### src/rtl/coin_pkg.sv
// Shared geometry constants and types for the coin sprite path.
package coin_pkg;

    localparam int unsigned FRAME_W     = 32;
    localparam int unsigned FRAME_H     = 32;
    localparam int unsigned NUM_FRAMES  = 8;
    localparam int unsigned SHEET_W     = FRAME_W * NUM_FRAMES;
    localparam int unsigned SCREEN_W    = 640;
    localparam int unsigned SCREEN_H    = 480;
    localparam int unsigned FRAME_IDX_W = $clog2(NUM_FRAMES);

    typedef logic [9:0]             coord_t;
    typedef logic [FRAME_IDX_W-1:0] frame_t;

    typedef enum logic [1:0] {
        VIS_SHOWN,
        VIS_BLINK,
        VIS_HIDDEN
    } vis_state_t;

endpackage

### src/rtl/coin_anim_timer.sv
// Vsync-driven animation timer: frame tick, animation frame index, position latch and
// coin visibility. COIN_BLINK_EN selects the blink-out sequence on collect.
module coin_anim_timer
    import coin_pkg::*;
#(
    parameter int unsigned TICKS_PER_FRAME = 6
) (
    input  logic                   vga_clk,
    input  logic                   reset_n,
    input  logic                   vs,
    input  logic                   enable,
    input  logic [9:0]             coin_x,
    input  logic [9:0]             coin_y,
    input  logic                   collected,
    input  logic                   respawn,
    output logic [9:0]             pos_x,
    output logic [9:0]             pos_y,
    output logic [FRAME_IDX_W-1:0] frame_idx,
    output logic                   visible
);

    localparam int unsigned    CNT_W    = (TICKS_PER_FRAME > 1) ? $clog2(TICKS_PER_FRAME) : 1;
    localparam logic [CNT_W-1:0] CNT_LAST = CNT_W'(TICKS_PER_FRAME - 1);

    logic             vs_q;
    logic             tick;
    logic             pend_collect;
    logic             pend_respawn;
    logic             collect_now;
    logic             respawn_now;
    logic [CNT_W-1:0] tick_cnt;
    vis_state_t       state_q;
    vis_state_t       state_d;
`ifdef COIN_BLINK_EN
    logic [3:0]       blink_q;
    logic [3:0]       blink_d;
`endif

    assign tick        = vs_q & ~vs;
    // A pulse landing on the tick cycle itself is applied at that tick.
    assign collect_now = pend_collect | collected;
    assign respawn_now = pend_respawn | respawn;

    always_ff @(posedge vga_clk or negedge reset_n) begin
        if (!reset_n) begin
            vs_q         <= 1'b1;
            pend_collect <= 1'b0;
            pend_respawn <= 1'b0;
            pos_x        <= '0;
            pos_y        <= '0;
        end else begin
            vs_q <= vs;
            if (tick) begin
                pend_collect <= 1'b0;
                pend_respawn <= 1'b0;
                pos_x        <= coin_x;
                pos_y        <= coin_y;
            end else begin
                pend_collect <= pend_collect | collected;
                pend_respawn <= pend_respawn | respawn;
            end
        end
    end

    always_ff @(posedge vga_clk or negedge reset_n) begin
        if (!reset_n) begin
            tick_cnt  <= '0;
            frame_idx <= '0;
        end else if (tick) begin
            if (respawn_now) begin
                tick_cnt  <= '0;
                frame_idx <= '0;
            end else if (enable) begin
                if (tick_cnt == CNT_LAST) begin
                    tick_cnt  <= '0;
                    frame_idx <= frame_idx + 1'b1;
                end else begin
                    tick_cnt <= tick_cnt + 1'b1;
                end
            end
        end
    end

    always_ff @(posedge vga_clk or negedge reset_n) begin
        if (!reset_n) begin
            state_q <= VIS_SHOWN;
`ifdef COIN_BLINK_EN
            blink_q <= '0;
`endif
        end else begin
            state_q <= state_d;
`ifdef COIN_BLINK_EN
            blink_q <= blink_d;
`endif
        end
    end

    always_comb begin
        state_d = state_q;
`ifdef COIN_BLINK_EN
        blink_d = blink_q;
`endif
        if (tick) begin
            if (respawn_now) begin
                state_d = VIS_SHOWN;
            end else if (collect_now && (state_q == VIS_SHOWN)) begin
`ifdef COIN_BLINK_EN
                state_d = VIS_BLINK;
                blink_d = '0;
`else
                state_d = VIS_HIDDEN;
`endif
            end
`ifdef COIN_BLINK_EN
            else if (state_q == VIS_BLINK) begin
                if (blink_q == 4'd15) begin
                    state_d = VIS_HIDDEN;
                end else begin
                    blink_d = blink_q + 4'd1;
                end
            end
`endif
        end
    end

`ifdef COIN_BLINK_EN
    // Blink phase: ticks 0-3 off, 4-7 on, 8-11 off, 12-15 on.
    assign visible = (state_q == VIS_SHOWN) | ((state_q == VIS_BLINK) & blink_q[2]);
`else
    assign visible = (state_q == VIS_SHOWN);
`endif

endmodule

### src/rtl/coin_sprite_animator.sv
// Coin sprite address generator: hit test, sheet address and pixel-aligned in_sprite.
// Optional blink-out on collect is enabled by defining COIN_BLINK_EN.
module coin_sprite_animator
    import coin_pkg::*;
#(
    parameter int unsigned TICKS_PER_FRAME = 6,
    parameter int unsigned ADDR_W          = 13
) (
    input  logic                   vga_clk,
    input  logic                   reset_n,
    input  logic [9:0]             DrawX,
    input  logic [9:0]             DrawY,
    input  logic                   blank,
    input  logic                   vs,
    input  logic                   enable,
    input  logic [9:0]             coin_x,
    input  logic [9:0]             coin_y,
    input  logic                   collected,
    input  logic                   respawn,
    output logic [ADDR_W-1:0]      rom_address,
    output logic                   in_sprite,
    output logic [FRAME_IDX_W-1:0] frame_idx,
    output logic                   visible
);

    logic [9:0]  pos_x;
    logic [9:0]  pos_y;
    logic [10:0] x_lim;
    logic [10:0] y_lim;
    logic        x_in;
    logic        y_in;
    logic        hit;
    logic [9:0]  dx;
    logic [9:0]  dy;

    coin_anim_timer #(
        .TICKS_PER_FRAME(TICKS_PER_FRAME)
    ) u_timer (
        .vga_clk   (vga_clk),
        .reset_n   (reset_n),
        .vs        (vs),
        .enable    (enable),
        .coin_x    (coin_x),
        .coin_y    (coin_y),
        .collected (collected),
        .respawn   (respawn),
        .pos_x     (pos_x),
        .pos_y     (pos_y),
        .frame_idx (frame_idx),
        .visible   (visible)
    );

    // 11-bit bounds so a coin near the right/bottom edge clips instead of wrapping.
    assign x_lim = {1'b0, pos_x} + 11'(FRAME_W);
    assign y_lim = {1'b0, pos_y} + 11'(FRAME_H);
    assign x_in  = ({1'b0, DrawX} >= {1'b0, pos_x}) && ({1'b0, DrawX} < x_lim);
    assign y_in  = ({1'b0, DrawY} >= {1'b0, pos_y}) && ({1'b0, DrawY} < y_lim);
    assign hit   = blank & visible & x_in & y_in;

    assign dx = DrawX - pos_x;
    assign dy = DrawY - pos_y;

    // Combinational: the ROM captures this on the falling edge of vga_clk.
    always_comb begin
        rom_address = '0;
        if (hit) begin
            rom_address = ADDR_W'(32'(frame_idx) * FRAME_W + 32'(dx) + 32'(dy) * SHEET_W);
        end
    end

    always_ff @(posedge vga_clk or negedge reset_n) begin
        if (!reset_n) begin
            in_sprite <= 1'b0;
        end else begin
            in_sprite <= hit;
        end
    end

endmodule

### config.mk
export PLATFORM = sky130hd
export DESIGN_NAME = coin_sprite_animator
export DESIGN_NICKNAME = d
export VERILOG_FILES = /design/src/rtl/coin_pkg.sv /design/src/rtl/coin_anim_timer.sv /design/src/rtl/coin_sprite_animator.sv
export SDC_FILE = /design/constraint.sdc
export NUM_CORES = 1
export LEC_CHECK = 0
export BUFFER_PORTS_ARGS = -buffer_cell sky130_fd_sc_hd__buf_2
export CAP_MARGIN = 10
export CORE_MARGIN = 5
export CORE_UTILIZATION = 57
export CTS_CLUSTER_DIAMETER = 60
export DETAILED_ROUTE_END_ITERATION = 8
export GPL_ROUTABILITY_DRIVEN = 1
export MAX_ROUTING_LAYER = met4
export PLACE_DENSITY = 0.85
export REMOVE_ABC_BUFFERS = 1
export SYNTH_ARGS = -nofsm -noshare
export SYNTH_HDL_FRONTEND = slang
export SYNTH_SLANG_ARGS = --single-unit
### constraint.sdc
create_clock -name vga_clk -period 13.01 [get_ports vga_clk]
set_input_delay 2.602 -clock vga_clk [delete_from_list [all_inputs] [get_ports vga_clk]]
set_output_delay 2.602 -clock vga_clk [all_outputs]
set_load 0.005 [all_outputs]
After elaboration in Yosys (flattened, before gate mapping) --
Cells that the tools add are included. W data, S select, Z words.
Word-level totals: word-level logic and storage cells 50, register bits after elaboration 32, output and inout port bits 18, input port bits 47
Operators by class: $lt $le $gt $ge 4, reductions and logical operators 10, bitwise gates (word level) 7, equality and inequality tests 1, add/subtract/negate cells 8, multiplexer cells 11
Operators with widths (count):
- $add A10 B6 Y11 const B | 2
- $lt A10 B11 Y1 | 2
- $ge A10 B10 Y1 | 2
- $mux W3 | 6
- $add A11 B13 Y13 | 1
- $mux W13 | 1
- $add A8 B10 Y11 | 1
- $sub A10 B10 Y10 | 1
- $add A3 B1 Y3 const B | 2
- $reduce_bool A2 Y1 | 3
- $sub A5 B5 Y5 | 1
- $and A1 B1 Y1 | 4
- $mux W2 | 2
- $reduce_and A2 Y1 | 2
- $eq A3 B3 Y1 const B | 1
- $logic_and A1 B1 Y1 | 3
- $reduce_and A3 Y1 | 1
- $logic_not A2 Y1 | 1
- $mux W1 | 2
- $or A1 B1 Y1 | 2
- $not A1 Y1 | 1

Logic depth before layout (Yosys ltp) --
Gate-level depths: netlist (run 1).
word-level depth 6, depth in mapped cells 16, mapped depth without buffers 16

Cells and area by module --
From an unflattened synthesis (run 1), not the netlist that was laid out.
Unflattened totals: cell total of the unflattened synthesis 330, area, all modules 2716.4 sq um
Modules (own cells, without submodules):
- coin_sprite_animator | cells each 205, seq. area each 25.0 sq um, instances 1, area each 1520.2 sq um
- coin_anim_timer | cells each 125, seq. area each 752.0 sq um, instances 1, area each 1196.1 sq um

Least setup slack after synthesis (run 1) --
OpenSTA, ideal clock, no wires.
kind input-to-output, start point in DrawX[0], end point out rom_address[11], buffers on the path 0, arrival 5.270 ns, data required time 10.408 ns, setup slack 5.138 ns, stages on the path 16, path through inv_1 ha_1 inv_1 fa_1 a211oi_1 o21bai_1 a21oi_1 xnor2_1 inv_1 fa_1 nor2b_1 o21ai_0 a21oi_1 o21ai_0 xor2_1 nor2_1
Between the ends: cells in the longest elaborated chain, start to end 5, elaborated cells on any way between the ends 9, those cells by class add/sub: 3; order compare: 2; mux: 1; bitwise: 2; reduce/logical: 1
Ends and longest elaborated chain:
- from (decl) | RTL line coin_sprite_animator.sv:11 | input logic [9:0] DrawX,
- branches (longest 4 deep; another with $add A11 B13 Y13)
- $mux W13 (*) | RTL line coin_sprite_animator.sv:66 | if (hit) begin
- to (decl) | RTL line coin_sprite_animator.sv:20 | output logic [ADDR_W-1:0] rom_address,
Every way passes the cells marked *.

Final worst setup path (run 1) --
Ends and elaborated chain as after synthesis.

==> metrics.txt, run 1 <==
critical path peak fanout=3; Worst Tran Pin Value=0.698 ns; initial DRC count=169; Critical Path, Cell by Cell=buf_2 -> inv_1 -> ha_1 -> inv_1 -> fa_1 -> a211oi_1 -> o21bai_1 -> a21oi_1 -> xnor2_1 -> inv_1 -> fa_1 -> nor2b_1 -> o21ai_0 -> a21oi_1 -> o21ai_0 -> xor2_1 -> nor2_1 -> buf_2; Pleak=1.59 nW; worst min-delay path category=flip-flop to flip-flop; Crit. End Element=primary output; Crit Path Category=input port to primary output; fmax=118 MHz; DR WL/cell=14.2 um; Yosys cell types=42; postcts setup bufs=0; WP data arrival=5.89 ns; final-report setup violation count=0; CTS tree=yes; GRT Total Usage=21.7%; Hold Slack=0.493 ns; Slew Limit Fails=0; ratio of cells with drive above 1 in the final layout=21.4%; xor/xnor share of the synthesized area=5.68%; CTS H-Tree Depth=2; sequential share of the synthesized area=29.6%; Clk pin slew, worst setup/hold paths=0.06 ns; Num CTS Buffers=5; # IOs=65; ys async rst share=100%; placed cell area=2990 um^2; largest family of logic cells by synthesized area=adder cells; dpl hpwl=4910 um; post-synthesis mux area share=0.430%; Post-Synthesis Cells=316; met1 usage=24.2%; met2 Track Usage GR=38.5%; CP Launch Type=input port; outcome=completed; first-pass GRT wire length=10,500 um; Final period util=65.3%; final instance area=3100 um^2; Remaining DRCs=0; ANT nets after route=0; final net count=470; adder-cell area share of the yosys netlist=20.4%; final wirelength=6160 um; Buffers on Ports=64; die outline area=6060 um^2; Total Power=0.354 mW; core area=4410 um^2; drt pass-1 iters=4; initial core utilization=59.4%; Cell Area, Synth=2620 um^2; number of global-route vias before repair=2,433; RSZ-0062 raised after global routing=false; clock tree buffer depth=2; grt ovf=0; post-CTS resize count=0; via count=2,414; Top Usage Layer GRT=met2; pwr dens=114 nW/um^2; gpl congestion=0.900; CTS sink cnt=31; Ys Warns=0; largest net degree at the start of global routing=32; simple-gate share of the synthesized area=18.4%; initial antenna violation count=0; area delta synth->final=18.4%; post-layout util=70.3%; Via density=5.55; die height=77.8 um; Max Cap Viol=0; # diodes=0; EDFF count, synth=0; critical path's slowest cell=fa_1; Synth top area share=28.6%; worst-skew pair later-pin latency=0.29 ns; Die X-Extent=77.8 um; CP peak stage delay=0.42 ns; Final TNS setup=0 ns; WP data required=10.41 ns; Synth area leaders=dfrtp_1 (29%), ha_1 (18%), o21ai_0 (6.3%), nand2_1 (5.4%), inv_1 (5.0%); std cell rows=24; CTS root buf=clkbuf_8; Synth Area in Compound Gates=19.2%; dominant synthesized flop cell=dfrtp_1; Fin. Hold Viols=0; Post-synth top cells=ha_1 (38), nand2_1 (38), inv_1 (35); minimum clock period=8.49 ns; Yosys reg bits=31; Slew HR=53.5%; worst vdd ir=0.0740 mV; Hold-fix buffers, CTS=0; Yosys top cell by area=dfrtp_1; clk_skew=0.00842 ns; most common cell type on the critical path=inv_1; Avg Cell Area, Syn=8.30 um^2; met3 global-route usage=4.98%
==> cell usage in the layout (no fill, tap or decap), types with 7 or more instances in the layout <==
master    count
a21oi_1      14
xnor2_1      11
a211oi_1      7
inv_1        35
nor3_1        8
nand3_1       8
buf_2        64
o21ai_0      33
nor2_1       31
dfrtp_1      30
ha_1         38
nand2_1      38
==> worst paths after layout <==
kind | endpoint | depth (start not counted) | from | slack (ns)
min in group asynchronous | u_timer.frame_idx[0]$_DFFE_PN0P_ | 1 | reset_n | 2.36
hold / removal | u_timer.pend_collect$_DFF_PN0_ | 2 | u_timer.pend_collect$_DFF_PN0_ | 0.49
setup / recovery | rom_address[11] | 18 | DrawX[0] | 4.52
setup reg to reg | in_sprite$_DFF_PN0_ | 10 | u_timer.pos_x[5]$_DFFE_PN0P_ | 10.52
max in group asynchronous | u_timer.pos_y[9]$_DFFE_PN0P_ | 1 | reset_n | 10.20
hold reg to reg | u_timer.pend_collect$_DFF_PN0_ | 2 | u_timer.pend_collect$_DFF_PN0_ | 0.49
==> critical path: cells and delay by family <==
family          cells  cell delay (ns)
compound gates      6             1.23
xor+xnor            2             0.36
fa+ha+maj           3             0.99
buf+inv             5             0.43
simple gates        2             0.28
==> cells by family (layout without fill, tap and decap cells) <==
family | count (synthesis) | count (layout)
and+or+nand+nor | 104 | 104
AOI/OAI and AO/OA | 81 | 81
adders and majority gates | 41 | 41
buffers and inverters | 41 | 108
DFF | 31 | 31
xor gates and xnor gates | 17 | 17
muxes | 1 | 1
==> per-layer routing <==
metal / share of wire, % / vias up
met4: 1.7 / 0
met1: 43 / 1114
met5: 0 / -
li1: - / 1223
met3: 5.0 / 13
met2: 51 / 64
==> cell type report <==
cell class              count  area (um^2)
well taps                  52         65.1
clock inverters             2         35.0
clock buffers               6         82.6
inverters                  35          131
multi-input cells         244         1690
fillers                   353         1310
flip-flops and latches     31          777
repair buffers             65          328
==> power breakdown <==
| group | switching, mW | total, mW | internal, mW |
|---|---|---|---|
| clock | 0.0383 | 0.100 | 0.0620 |
| sequential | 0.00615 | 0.112 | 0.106 |
| combinational | 0.0805 | 0.141 | 0.0609 |
| total | 0.125 | 0.354 | 0.229 |
==> through the flow <==
| stage | setup slack, ns | std cells |
|---|---|---|
| floorplan | 5.14 | 310 |
| global placement | 4.77 | 427 |
| detailed placement | 4.62 | 427 |
| CTS | 4.59 | 435 |
| global route | 4.24 | 435 |
| finish | 4.52 | 435 |
==> registers in the layout, indices dropped and copies added (netlist names), 3 cells and up <==
name and cells:
u_timer.pos_x 10, u_timer.pos_y 10, u_timer.frame_idx 3, u_timer.tick_cnt 3
(Power assumes the default switching activity.)
==> inputs of run 2 (changes only) <==
Settings changed: CORE_UTILIZATION 57 to 54, PLACE_DENSITY 0.85 to 0.81.
Clock period 13.01 ns to 7.9 ns, I/O delays scaled along.
==> metrics.txt, run 2 (synthesis gave the netlist of run 1 again) <==
outcome=completed; Buffers on Ports=64 (unchanged); Hold Path Sink=u_timer.pos_y[0]$_DFFE_PN0P_; critical path peak fanout=3 (unchanged); Clk pin slew, worst setup/hold paths=0.06 ns (about the same); GRT Total Usage=20.6% (-1.1 points); CP Launch Type=input port; final wirelength=5890 um (-4.3%); core area=4720 um^2 (+7.0%); clock tree buffer depth=2 (unchanged); dpl cells=442 (+3.5%); number of global-route vias before repair=2,411 (-0.90%); RSZ-0062 raised after global routing=false; initial DRC count=146 (-14%); # diodes=0 (unchanged); ratio of cells with drive above 1 in the final layout=21.4% (unchanged); Fin. Hold Viols=0 (unchanged); worst-skew pair later-pin latency=0.29 ns (about the same); Crit. End Element=primary output; Hold-fix buffers, CTS=0 (unchanged); clk_skew=0.00695 ns (-0.00147 ns); Hold Slack=0.493 ns (+0.000378 ns); Post-Layout Cell Count=450 (+3.4%); ANT nets after route=0 (unchanged); WP data required=6.32 ns (-4.09 ns); commonest non-fill, non-tap cells in the layout=buf_2 (64), nand2_1 (38), ha_1 (38), inv_1 (35), o21ai_0 (33); FF-to-FF path depth=10 (unchanged); minimum clock period=6.43 ns; HP Start=u_timer.pos_y[0]$_DFFE_PN0P_; Worst Tran Pin Value=0.702 ns (+0.00390 ns); most common cell after layout, fill and taps aside=buf_2; die outline area=6350 um^2 (+4.8%); fillers=398 (+13%); reg2reg start=u_timer.pos_x[5]$_DFFE_PN0P_; Slew HR=53.2% (-0.26 points); first-pass GRT wire length=10,200 um (-3.1%); final instance area=3120 um^2 (+0.60%); Slew Limit Fails=0 (unchanged); Crit Path Category=input port to primary output; final-report setup violation count=0 (unchanged); pwr dens=185 nW/um^2 (+63%); Total Power=0.579 mW (+64%); WP data arrival=4.85 ns (-1.04 ns); CTS root buf=clkbuf_8; gpl congestion=0.913 (+1.5%); initial core utilization=55.5% (-3.9 points); drt pass-1 iters=4 (unchanged); postcts setup bufs=0 (unchanged); Pleak=1.59 nW (unchanged); registers with the most flip-flops=u_timer.pos_x (10), u_timer.pos_y (10); area delta synth->final=19.1%; dpl hpwl=4750 um (-3.2%); die height=79.7 um (+2.4%); Final period util=81.3%; Max Cap Viol=0 (unchanged); DR WL/cell=13.1 um (-7.5%); CTS tree=yes; grt ovf=0 (unchanged); R2R Setup Slk=5.39 ns (-5.13 ns); Num CTS Buffers=5 (unchanged); std cell rows=25 (+4.2%); hold depth=2 (unchanged); largest net degree at the start of global routing=32 (unchanged); Worst R2R End=in_sprite$_DFF_PN0_; Remaining DRCs=0 (unchanged); via count=2,358 (-2.3%); # IOs=65 (unchanged); placed cell area=3010 um^2 (+0.63%); Via density=5.24 (-5.6%); post-CTS resize count=0 (unchanged); CTS H-Tree Depth=2 (unchanged); Final TNS setup=0 ns (unchanged); worst min-delay path category=flip-flop to flip-flop; fmax=156 MHz; CTS sink cnt=31 (unchanged); final net count=470 (unchanged); Die X-Extent=79.7 um (+2.4%); worst vdd ir=0.117 mV (+58%); initial antenna violation count=0 (unchanged)
[run 2: critical path: stages]
cell	delay, ns
buf_2	0.09
inv_1	0.04
ha_1	0.16
inv_1	0.06
fa_1	0.41
a211oi_1	0.29
o21bai_1	0.13
a21oi_1	0.30
o21ai_0	0.18
xor2_1	0.17
ha_1	0.31
o21ai_0	0.11
o21ai_0	0.24
a21oi_1	0.14
nor3_1	0.28
xnor2_1	0.16
nor2_1	0.05
buf_2	0.14
[run 2: worst max path at each step]
stage | start | cells past startpoint | endpoint | slack (ns)
after floorplan | DrawX[0] | 16 | rom_address[11] | 2.07
after global placement | DrawX[0] | 18 | rom_address[11] | 1.68
after detailed placement | DrawX[0] | 18 | rom_address[12] | 1.52
after CTS | DrawX[0] | 18 | rom_address[12] | 1.49
after global routing | DrawX[0] | 18 | rom_address[12] | 1.15
final | DrawX[0] | 18 | rom_address[12] | 1.47
[run 2: metal layers]
metal	track usage, %	routed length [um]	up-vias
met3	3.39	217	12
met1	24.6	2650	1077
met2	35.0	2900	45
met5	-	0	-
li1	-	-	1224
met4	7.56	123	0
[run 2: layout make-up]
class	instances	area (um^2)	area share (%)
clock buffers	6	82.6	2.64
well taps	67	83.8	2.68
multi-input cells	244	1690	54.0
repair buffers	65	328	10.5
flip-flops and latches	31	777	24.9
inverters	35	131	4.21
clock inverters	2	35.0	1.12
[run 2: per-stage QoR]
| step | setup WS [ns] | utilization (%) |
|---|---|---|
| after floorplan | 2.07 | - |
| after global placement | 1.68 | 63.6 |
| after detailed placement | 1.52 | 63.6 |
| after CTS | 1.49 | 66.1 |
| after global routing | 1.15 | 66.1 |
| final | 1.47 | 66.1 |
[run 2: where the power goes]
part / internal (mW) / total (mW) / switching, mW
combinational: 0.0997 / 0.229 / 0.130
sequential: 0.175 / 0.185 / 0.0102
clock: 0.102 / 0.165 / 0.0626
total: 0.376 / 0.579 / 0.202
==> inputs of run 3 (changes only) <==
Settings changed: ABC_AREA from default to 1, CORE_UTILIZATION 54 to 55.
Clock period 7.9 ns to 6.21 ns, I/O delays scaled along.
==> metrics.txt, run 3 <==
outcome=completed; clock power share=22.9% (-5.5 points); dpl hpwl=4870 um (+2.4%); Num CTS Buffers=5 (unchanged); clk_skew=0.00389 ns (-0.00306 ns); drt pass-1 iters=4 (unchanged); Final TNS setup=0 ns (unchanged); Critical Path Sink=rom_address[12]; postcts setup bufs=0 (unchanged); Int Pwr=0.435 mW (+15%); ratio of cells with drive above 1 in the final layout=19.9% (-1.5 points); CTS root buf=clkbuf_8; final net count=545 (+16%); Slew HR=46.6% (-6.6 points); Net Sw Frac=41.2% (+6.2 points); final instance area=3280 um^2 (+5.2%); Yosys cell types=30 (-29%); most common cell after layout, fill and taps aside=nand2_1; Final period util=82.8%; met3 WL=239 um (+10%); R2R Setup Slk=3.94 ns (-1.45 ns); worst-skew pair later-pin latency=0.29 ns (about the same); initial DRC count=133 (-8.9%); Max Used Layer=met4; worst vdd ir=0.127 mV (+8.4%); commonest non-fill, non-tap cells in the layout=nand2_1 (100), inv_1 (65), buf_2 (64), ha_1 (38), nor2_1 (34); Worst Setup SP=DrawX[0]; Seq pwr share=32.1% (+0.2 points); die outline area=6640 um^2 (+4.6%); met2 WL post-DR=3090 um (+6.3%); clock tree buffer depth=2 (unchanged); area delta synth->final=16.9%; reg2reg start=u_timer.vs_q$_DFF_PN1_; via count=2,565 (+8.8%); Crit Path Category=input port to primary output; placed cell area=3190 um^2 (+6.2%); slack of the critical path=1.07 ns (-0.408 ns); WP data required=4.97 ns (-1.35 ns); Hold-fix buffers, CTS=0 (unchanged); Psw=0.304 mW (+50%); WP data arrival=3.90 ns (-0.95 ns); DR WL/cell=11.6 um (-11%); number of global-route vias before repair=2,459 (+2.0%); Crit. End Element=primary output; pwr dens=225 nW/um^2 (+21%); Comb power frac=45.1% (+5.5 points); Clk pin slew, worst setup/hold paths=0.07 ns (about the same); Worst R2R End=u_timer.frame_idx[2]$_DFFE_PN0P_; FF-to-FF path depth=9 (-1); registers with the most flip-flops=u_timer.pos_x (10), u_timer.pos_y (10); Remaining DRCs=0 (unchanged); CP Launch Type=input port; ANT nets after route=0 (unchanged); Max Cap Viol=0 (unchanged); Via density=4.86 (-7.3%); gpl congestion=0.861 (-5.7%); Worst Tran Pin Value=0.800 ns (+0.0976 ns); count leader, synth=nand2_1; Slew Limit Fails=0 (unchanged); sequential share of the synthesized area=27.6% (-2.0 points); GRT Total Usage=20.2% (-0.43 points); Fin. Hold Viols=0 (unchanged); EDFF count, synth=0 (unchanged); critical path peak fanout=4 (+1); post-CTS resize count=0 (unchanged); first-pass GRT wire length=10,300 um (+0.68%); grt ovf=0 (unchanged); Post-synth top cells=nand2_1 (100), inv_1 (65), ha_1 (38); initial antenna violation count=0 (unchanged); Avg Cell Area, Syn=7.19 um^2 (-13%); final wirelength=6130 um (+4.1%); # IOs=65 (unchanged); minimum clock period=5.14 ns; Die X-Extent=81.5 um (+2.3%); wire length on met1=2750 um (+4.0%); std cell rows=26 (+4.0%); CTS sink cnt=31 (unchanged); Synth area leaders=dfrtp_1 (27%), ha_1 (17%), nand2_1 (13%), inv_1 (8.7%), o21ai_0 (4.6%); fmax=194 MHz; largest net degree at the start of global routing=45 (+41%); CTS tree=yes; Cell Area, Synth=2810 um^2 (+7.2%); Yosys top cell by area=dfrtp_1; Ys Warns=0 (unchanged); final-report setup violation count=0 (unchanged); dominant synthesized flop cell=dfrtp_1; Pleak=1.83 nW (+15%); initial core utilization=55.7% (+0.24 points); Buffers on Ports=64 (unchanged); # diodes=0 (unchanged); RSZ-0062 raised after global routing=false; ys async rst share=100% (unchanged); Yosys reg bits=31 (unchanged); CTS H-Tree Depth=2 (unchanged); Post-Synthesis Cells=391 (+24%); Synth top area share=26.7% (-1.9 points); setup slack after placement=1.11 ns (-0.415 ns); core area=5040 um^2 (+6.8%); worst min-delay path category=flip-flop to flip-flop; die height=81.5 um (+2.3%)
-- run 3: changes by cell type after synthesis, moves of 8 or more --
cell,before,now
inv_1,35,65
nand2_1,38,100
xor2_1,6,14
nor2_2,0,10
nand3_1,8,20
-- run 3: logic make-up (layout without fill, tap and decap cells) --
group / Yosys count / after routing / synth area share (%)
compound gates: 54 / 54 / 10.5
xor+xnor: 19 / 19 / 5.92
fa+ha+maj: 41 / 41 / 19.1
buf+inv: 71 / 138 / 9.75
flops: 31 / 31 / 27.6
simple gates: 175 / 175 / 27.1
-- run 3: final cells by class --
cell class | count | area [um^2]
clock buffers | 5 | 68.8
inverters | 66 | 248
multi-input cells | 289 | 1760
clock inverters | 3 | 23.8
well taps | 70 | 87.6
flip-flops and latches | 31 | 777
repair buffers | 64 | 320
fillers | 462 | 1760
-- run 3: worst max-delay path, stage by stage --
cell and delay [ns]:
buf_2 0.09, inv_1 0.04, ha_1 0.19, inv_1 0.08, fa_1 0.41, nand2_1 0.08
nand2_1 0.07, nand3_1 0.11, nand2_1 0.09, a21oi_1 0.17, xnor2_1 0.09, ha_1 0.33
nand2_1 0.07, nor3_1 0.17, o21ai_0 0.17, o21bai_1 0.16, nand2_1 0.07, nor2_1 0.12
buf_2 0.14
-- run 3: power groups by stage --
stage	Combinational, mW	Sequential, mW	Clock [mW]
final	0.333	0.237	0.169
after global routing	0.385	0.239	0.182
after CTS	0.333	0.237	0.175
after detailed placement	0.329	0.241	0
after global placement	0.321	0.240	0
after floorplan	0.255	0.237	0
-- run 3: how the worst min path moves through the flow --
stage                                          startpoint                         endpoint  depth (start not counted)
after floorplan              u_timer.pos_x[0]$_DFFE_PN0P_     u_timer.pos_x[0]$_DFFE_PN0P_                          2
after CTS                    u_timer.pos_y[0]$_DFFE_PN0P_     u_timer.pos_y[0]$_DFFE_PN0P_                          2
final                        u_timer.pos_y[0]$_DFFE_PN0P_     u_timer.pos_y[0]$_DFFE_PN0P_                          2
after global placement       u_timer.pos_y[0]$_DFFE_PN0P_     u_timer.pos_y[0]$_DFFE_PN0P_                          2
after detailed placement     u_timer.pos_y[0]$_DFFE_PN0P_     u_timer.pos_y[0]$_DFFE_PN0P_                          2
after global routing      u_timer.tick_cnt[2]$_DFFE_PN0P_  u_timer.tick_cnt[2]$_DFFE_PN0P_                          1
-- run 3: stage by stage --
stage	hold WS [ns]	instances	power, mW	util (%)
detailed placement	0.463	520	0.570	63.3
global placement	0.463	520	0.561	63.3
finish	0.478	528	0.739	65.1
CTS	0.484	528	0.745	65.1
global route	0.505	528	0.806	65.1
floorplan	0.446	386	0.493	-
-- run 3: per-layer routing --
metal  up-vias  track usage (%)
met1      1137             23.2
li1       1362                -
met2        58             35.7
met3         8             4.28
met5         -                -
met4         0             5.07
